## config.mk

```make
export PLATFORM = sky130hd
export DESIGN_NAME = serial_subtractor
export DESIGN_NICKNAME = d
export VERILOG_FILES = /design/src/rtl/serial_subtractor.sv
export SDC_FILE = /design/constraint.sdc
export NUM_CORES = 1
export LEC_CHECK = 0
export ABC_AREA = 1
export CAP_MARGIN = 20
export CORE_MARGIN = 2
export CORE_UTILIZATION = 50
export CTS_CLUSTER_DIAMETER = 80
export CTS_CLUSTER_SIZE = 10
export DETAILED_ROUTE_END_ITERATION = 8
export GPL_ROUTABILITY_DRIVEN = 0
export PLACE_DENSITY = 0.78
export SETUP_SLACK_MARGIN = 0.1
export SLEW_MARGIN = 40
export SYNTH_ARGS = -nofsm -noshare
export SYNTH_HDL_FRONTEND = slang
export SYNTH_SLANG_ARGS = --single-unit
```

## constraint.sdc

```tcl
create_clock -name clk -period 1.85 [get_ports clk]
set_clock_uncertainty 0.2 [all_clocks]
set_input_delay 0.37 -clock clk [delete_from_list [all_inputs] [get_ports clk]]
set_output_delay 0.37 -clock clk [all_outputs]
set_load 0.02 [all_outputs]
```

## src/rtl/serial_subtractor.sv

```systemverilog
// rtl/serial_subtractor.sv - bit-serial two's-complement subtractor, LSB first, valid/ready on both sides
module serial_subtractor #(
    parameter int WIDTH = 8
) (
    input  logic             clk,
    input  logic             rst,
    input  logic             in_valid,
    output logic             in_ready,
    input  logic [WIDTH-1:0] A,
    input  logic [WIDTH-1:0] B,
    input  logic             Bin,
    output logic             out_valid,
    input  logic             out_ready,
    output logic [WIDTH-1:0] Diff,
    output logic             Bout,
    output logic             V,
    output logic             Z
);

    localparam int CW = $clog2(WIDTH + 1);

    typedef enum logic [1:0] {
        IDLE,
        RUN,
        DONE
    } state_t;

    state_t            state;
    logic [WIDTH-1:0]  a_sr;
    logic [WIDTH-1:0]  b_sr;
    logic              borrow;
    logic [CW-1:0]     cnt;
    logic              a_msb;
    logic              b_msb;

    logic              d;
    logic              borrow_nxt;
    logic [WIDTH-1:0]  diff_nxt;
    logic              last_bit;

    // Single full-subtractor cell operating on the low bits of the shift registers.
    always_comb begin
        d                   = a_sr[0] ^ b_sr[0] ^ borrow;
        borrow_nxt          = (~a_sr[0] & b_sr[0]) | (~a_sr[0] & borrow) | (b_sr[0] & borrow);
        diff_nxt            = Diff >> 1;
        diff_nxt[WIDTH-1]   = d;
        last_bit            = (cnt == CW'(WIDTH - 1));
    end

    // Held low during reset so no operand is taken while the block is being cleared.
    assign in_ready = (state == IDLE) && !rst;

    always_ff @(posedge clk) begin
        if (rst) begin
            state     <= IDLE;
            a_sr      <= '0;
            b_sr      <= '0;
            borrow    <= 1'b0;
            cnt       <= '0;
            a_msb     <= 1'b0;
            b_msb     <= 1'b0;
            out_valid <= 1'b0;
            Diff      <= '0;
            Bout      <= 1'b0;
            V         <= 1'b0;
            Z         <= 1'b0;
        end else begin
            case (state)
                IDLE: begin
                    if (in_valid) begin
                        a_sr   <= A;
                        b_sr   <= B;
                        borrow <= Bin;
                        cnt    <= '0;
                        a_msb  <= A[WIDTH-1];
                        b_msb  <= B[WIDTH-1];
                        state  <= RUN;
                    end
                end
                RUN: begin
                    a_sr   <= a_sr >> 1;
                    b_sr   <= b_sr >> 1;
                    borrow <= borrow_nxt;
                    Diff   <= diff_nxt;
                    cnt    <= cnt + CW'(1);
                    // Flags are registered from the final bit so they appear together with out_valid.
                    if (last_bit) begin
                        state     <= DONE;
                        out_valid <= 1'b1;
                        Bout      <= borrow_nxt;
                        V         <= (a_msb ^ b_msb) & (a_msb ^ diff_nxt[WIDTH-1]);
                        Z         <= (diff_nxt == '0);
                    end
                end
                DONE: begin
                    if (out_ready) begin
                        state     <= IDLE;
                        out_valid <= 1'b0;
                    end
                end
                default: begin
                    state     <= IDLE;
                    out_valid <= 1'b0;
                end
            endcase
        end
    end

endmodule

```

==> flow_metrics.env, run 1 <==
export IMPL_fin_setup_tns_ns=0
export IMPL_ys_ff_latch=37
export IMPL_stdcell_count=319
export IMPL_ys_top_cells_by_count="nand2_1, nor2_1, dfxtp_1"
export IMPL_crit_fanout=2
export IMPL_syn_nets=261
export IMPL_coreArea_um2=3103
export IMPL_regArea_um2=740.7
export IMPL_numCtsBuffers=5
export IMPL_fin_crit_sh_pct=89.25
export IMPL_post_cts_buffers=0
export IMPL_worstPathCellList="clkdlybuf4s50_1 > nor2_1 > clkbuf_2"
export IMPL_cts_hold_fix_buffers=0
export IMPL_max_cap_violations=0
export IMPL_synthArstFlopShare_pct=0
export IMPL_ys_types=23
export IMPL_synth_cell_area_um2=1668
export IMPL_yosysSeqAreaShare_pct=44.41
export IMPL_slew_headroom_pct=79.83
export IMPL_syn_area_per_cell_um2=7.008
export IMPL_setup_violations=0
export IMPL_grt_pass1_vias=1370
export IMPL_synthTopCellsByArea="dfxtp_1, nand2_1, nor2_1"
export IMPL_cpPeakStageDelay_ns=0.43
export IMPL_cp_arrival_ns=1.08
export IMPL_start_util_pct=53.75
export IMPL_path_clk_slew_ns=0.10
export IMPL_root_buffer="clkbuf_4"
export IMPL_cts_htree_levels=2
export IMPL_power_density_nw_per_um2=782.6
export IMPL_insertion_delay_ns=0.34
export IMPL_cts_tree="done"
export IMPL_status="completed"
export IMPL_end_kind="output pin"
export IMPL_period_minus_slack_ns=1.651
export IMPL_place_inst=311
export IMPL_drive_gt1_share_pct=8.364
export IMPL_rows=20
export IMPL_io_pins=34
export IMPL_die_h_um=61.76
export IMPL_hold_violations=0
export IMPL_die_w_um=61.76
export IMPL_yosysMostFrequentCell="nand2_1"
export IMPL_syn_inst=238
export IMPL_dieArea_um2=3814
export IMPL_routed_wl_mm=3.208
export IMPL_synth_ff_type="dfxtp_1"
export IMPL_required_ns=1.28
export IMPL_nets=297
export IMPL_worstSetupStartpointType="primary input"
export IMPL_area_growth_pct=23.11
export IMPL_hpwl_mm=2.203
export IMPL_antenna_found_initial=0
export IMPL_clock_sinks=37
export IMPL_synth_area_leader_cell="dfxtp_1"
export IMPL_grt_util_all_layers_pct=20.41
export IMPL_diodes=0
export IMPL_max_freq_ghz=0.6057
export IMPL_ys_warn_count=0
export IMPL_viasPerCell=4.803
export IMPL_drv_slew=0
export IMPL_grt_pass1_wl_mm=5.733
export IMPL_drtIter0Drc=78
export IMPL_place_area_um2=2024
export IMPL_vias=1532
export IMPL_cp_top_family="buffers and inverters"
export IMPL_synth_top_cell_area_share_pct=44.41
export IMPL_drc=0
export IMPL_wire_per_inst_um=10.06
export IMPL_fillers=309
export IMPL_grt_overflow_total=0
export IMPL_setup_worst_path_class="in -> out"
export IMPL_ant_nets=0
export IMPL_multi_input_area_um2=785.8
export IMPL_total_power_mw=1.607
export IMPL_leakagePower_nw=0.9643
export IMPL_path_buf_inv=2
export IMPL_grt_setup_unrepaired="true"
export IMPL_hp_class="reg -> reg"
export IMPL_drtPass1Iterations=4
export IMPL_port_buffers=33
export IMPL_clk_path_buf_depth=2
export IMPL_grt_max_degree=30
export IMPL_design_area_um2=2053
export IMPL_synth_edf_count=0
export IMPL_tightest_slew_ns=0.3026
export IMPL_worst_path_max_delay_cell="clkdlybuf4s50_1"
export IMPL_ir_drop_mv=0.4804
export IMPL_post_route_util_pct=66.17
-- routing by layer --
metal  track usage, %  wire length, um  vias to the layer above
met5                0                0                        -
met4            10.03               70                        0
met3            4.348              186                        7
met2            33.08             1417                       46
met1            25.84             1534                      663
li1                 -                -                      816
-- area by class of cell --
| class | count | area share, % |
|---|---|---|
| Multi-Input combinational cell | 178 | 38.27 |
| Sequential cell | 37 | 36.08 |
| Timing Repair Buffer | 40 | 18.28 |
| Tap cell | 44 | 2.681 |
| Clock buffer | 8 | 2.377 |
| Inverter | 12 | 2.316 |
-- timing repair --
item	4_1_cts	5_1_grt
gates resized for setup	13	2
setup endpoints to repair	13	2
pin swaps	0	1
gates cloned	0	0
-- stage by stage --
| step | worst slack (ns) | hold slack [ns] |
|---|---|---|
| 2_1_floorplan | 0.3257 | 0.2446 |
| 3_3_place_gp | -0.2500 | 0.2563 |
| 6_report | 0.1989 | 0.2767 |
| 4_1_cts | 0.03369 | 0.2786 |
| 3_5_place_dp | -0.2390 | 0.2631 |
| 5_1_grt | 0.06511 | 0.3094 |
-- worst min-delay path, delay by kind of cell, from the launching register on --
family           cells  cell delay, ns
AND/OR/NAND/NOR      1            0.06
flip-flops           1            0.33
AO/OA/AOI/OAI        1            0.05
-- cell usage in the layout, fill, tap and decap left out --
cell             Yosys  routed
o21ai_2              1       1
clkdlybuf4s50_1      0      20
buf_4                0       6
clkbuf_4             0       5
buf_12               2       1
fa_1                 1       1
o21ai_0             26      26
dfxtp_1             37      37
inv_1                9       9
nor2_1              61      61
clkbuf_2             0       1
nand2_4              2       2
nand2_1             63      63
o21ai_1              2       2
clkbuf_1             2       3
a21oi_2              2       2
nand3_1              5       5
nand2_2              2       2
dlygate4sd2_1        0      12
inv_4                1       1
ha_1                 1       1
nand4_1              1       1
a21oi_1             10      10
inv_2                2       2
nor3_1               1       1
-- kinds of logic (layout without fill, tap and decap cells) --
family | Yosys count | count (layout) | share of synthesized area [%]
compound gates | 41 | 41 | 12.98
flops | 37 | 37 | 44.41
buf+inv | 23 | 60 | 8.477
simple gates | 135 | 135 | 32.18
fa+ha+maj | 2 | 2 | 1.950
-- flip-flops by register name, summed over array words and instances, names as in the netlist --
register / count
a_sr: 8
a_msb: 1
b_sr: 8
out_valid: 1
Z: 1
Diff: 8
Bout: 1
cnt: 4
V: 1
borrow: 1
b_msb: 1
state: 2
-- where the power goes --
part	leakage, nW	internal (mW)	switching [mW]
clock network	0.0265	0.151	0.251
logic	0.633	0.139	0.178
registers	0.305	0.853	0.0348
-- final timing paths --
| check | from | cells past startpoint | slack, ns | endpoint |
|---|---|---|---|---|
| min reg2reg | a_msb | 2 | 0.28 | a_msb |
| max | rst | 3 | 0.20 | in_ready |
| max reg2reg | a_sr[0] | 8 | 0.26 | Z |
| min | a_msb | 2 | 0.28 | a_msb |
(Power assumes the default switching activity.)
==> run 2: changes to the inputs <==
--- a/config.mk
+++ b/config.mk
@@ -12,7 +12,7 @@
 export CTS_CLUSTER_DIAMETER = 80
 export CTS_CLUSTER_SIZE = 10
 export DETAILED_ROUTE_END_ITERATION = 8
-export GPL_ROUTABILITY_DRIVEN = 0
+export MAX_ROUTING_LAYER = met4
 export PLACE_DENSITY = 0.78
 export SETUP_SLACK_MARGIN = 0.1
 export SLEW_MARGIN = 40
==> results of run 2 <==
Same layout as run 1: the final DEF is identical, and so are final timing and power.
Among the figures that moved: overall routing resource usage 20.41% -> 21.05%
==> run 3: changes to the inputs <==
--- a/config.mk
+++ b/config.mk
@@ -6,6 +6,7 @@
 export NUM_CORES = 1
 export LEC_CHECK = 0
 export ABC_AREA = 1
+export ABC_CLOCK_PERIOD_IN_PS = 1850
 export CAP_MARGIN = 20
 export CORE_MARGIN = 2
 export CORE_UTILIZATION = 50
==> results of run 3 <==
Same layout as run 1: the final DEF is identical, and so are final timing and power.
Among the figures that moved: overall routing resource usage 20.41% -> 21.05%
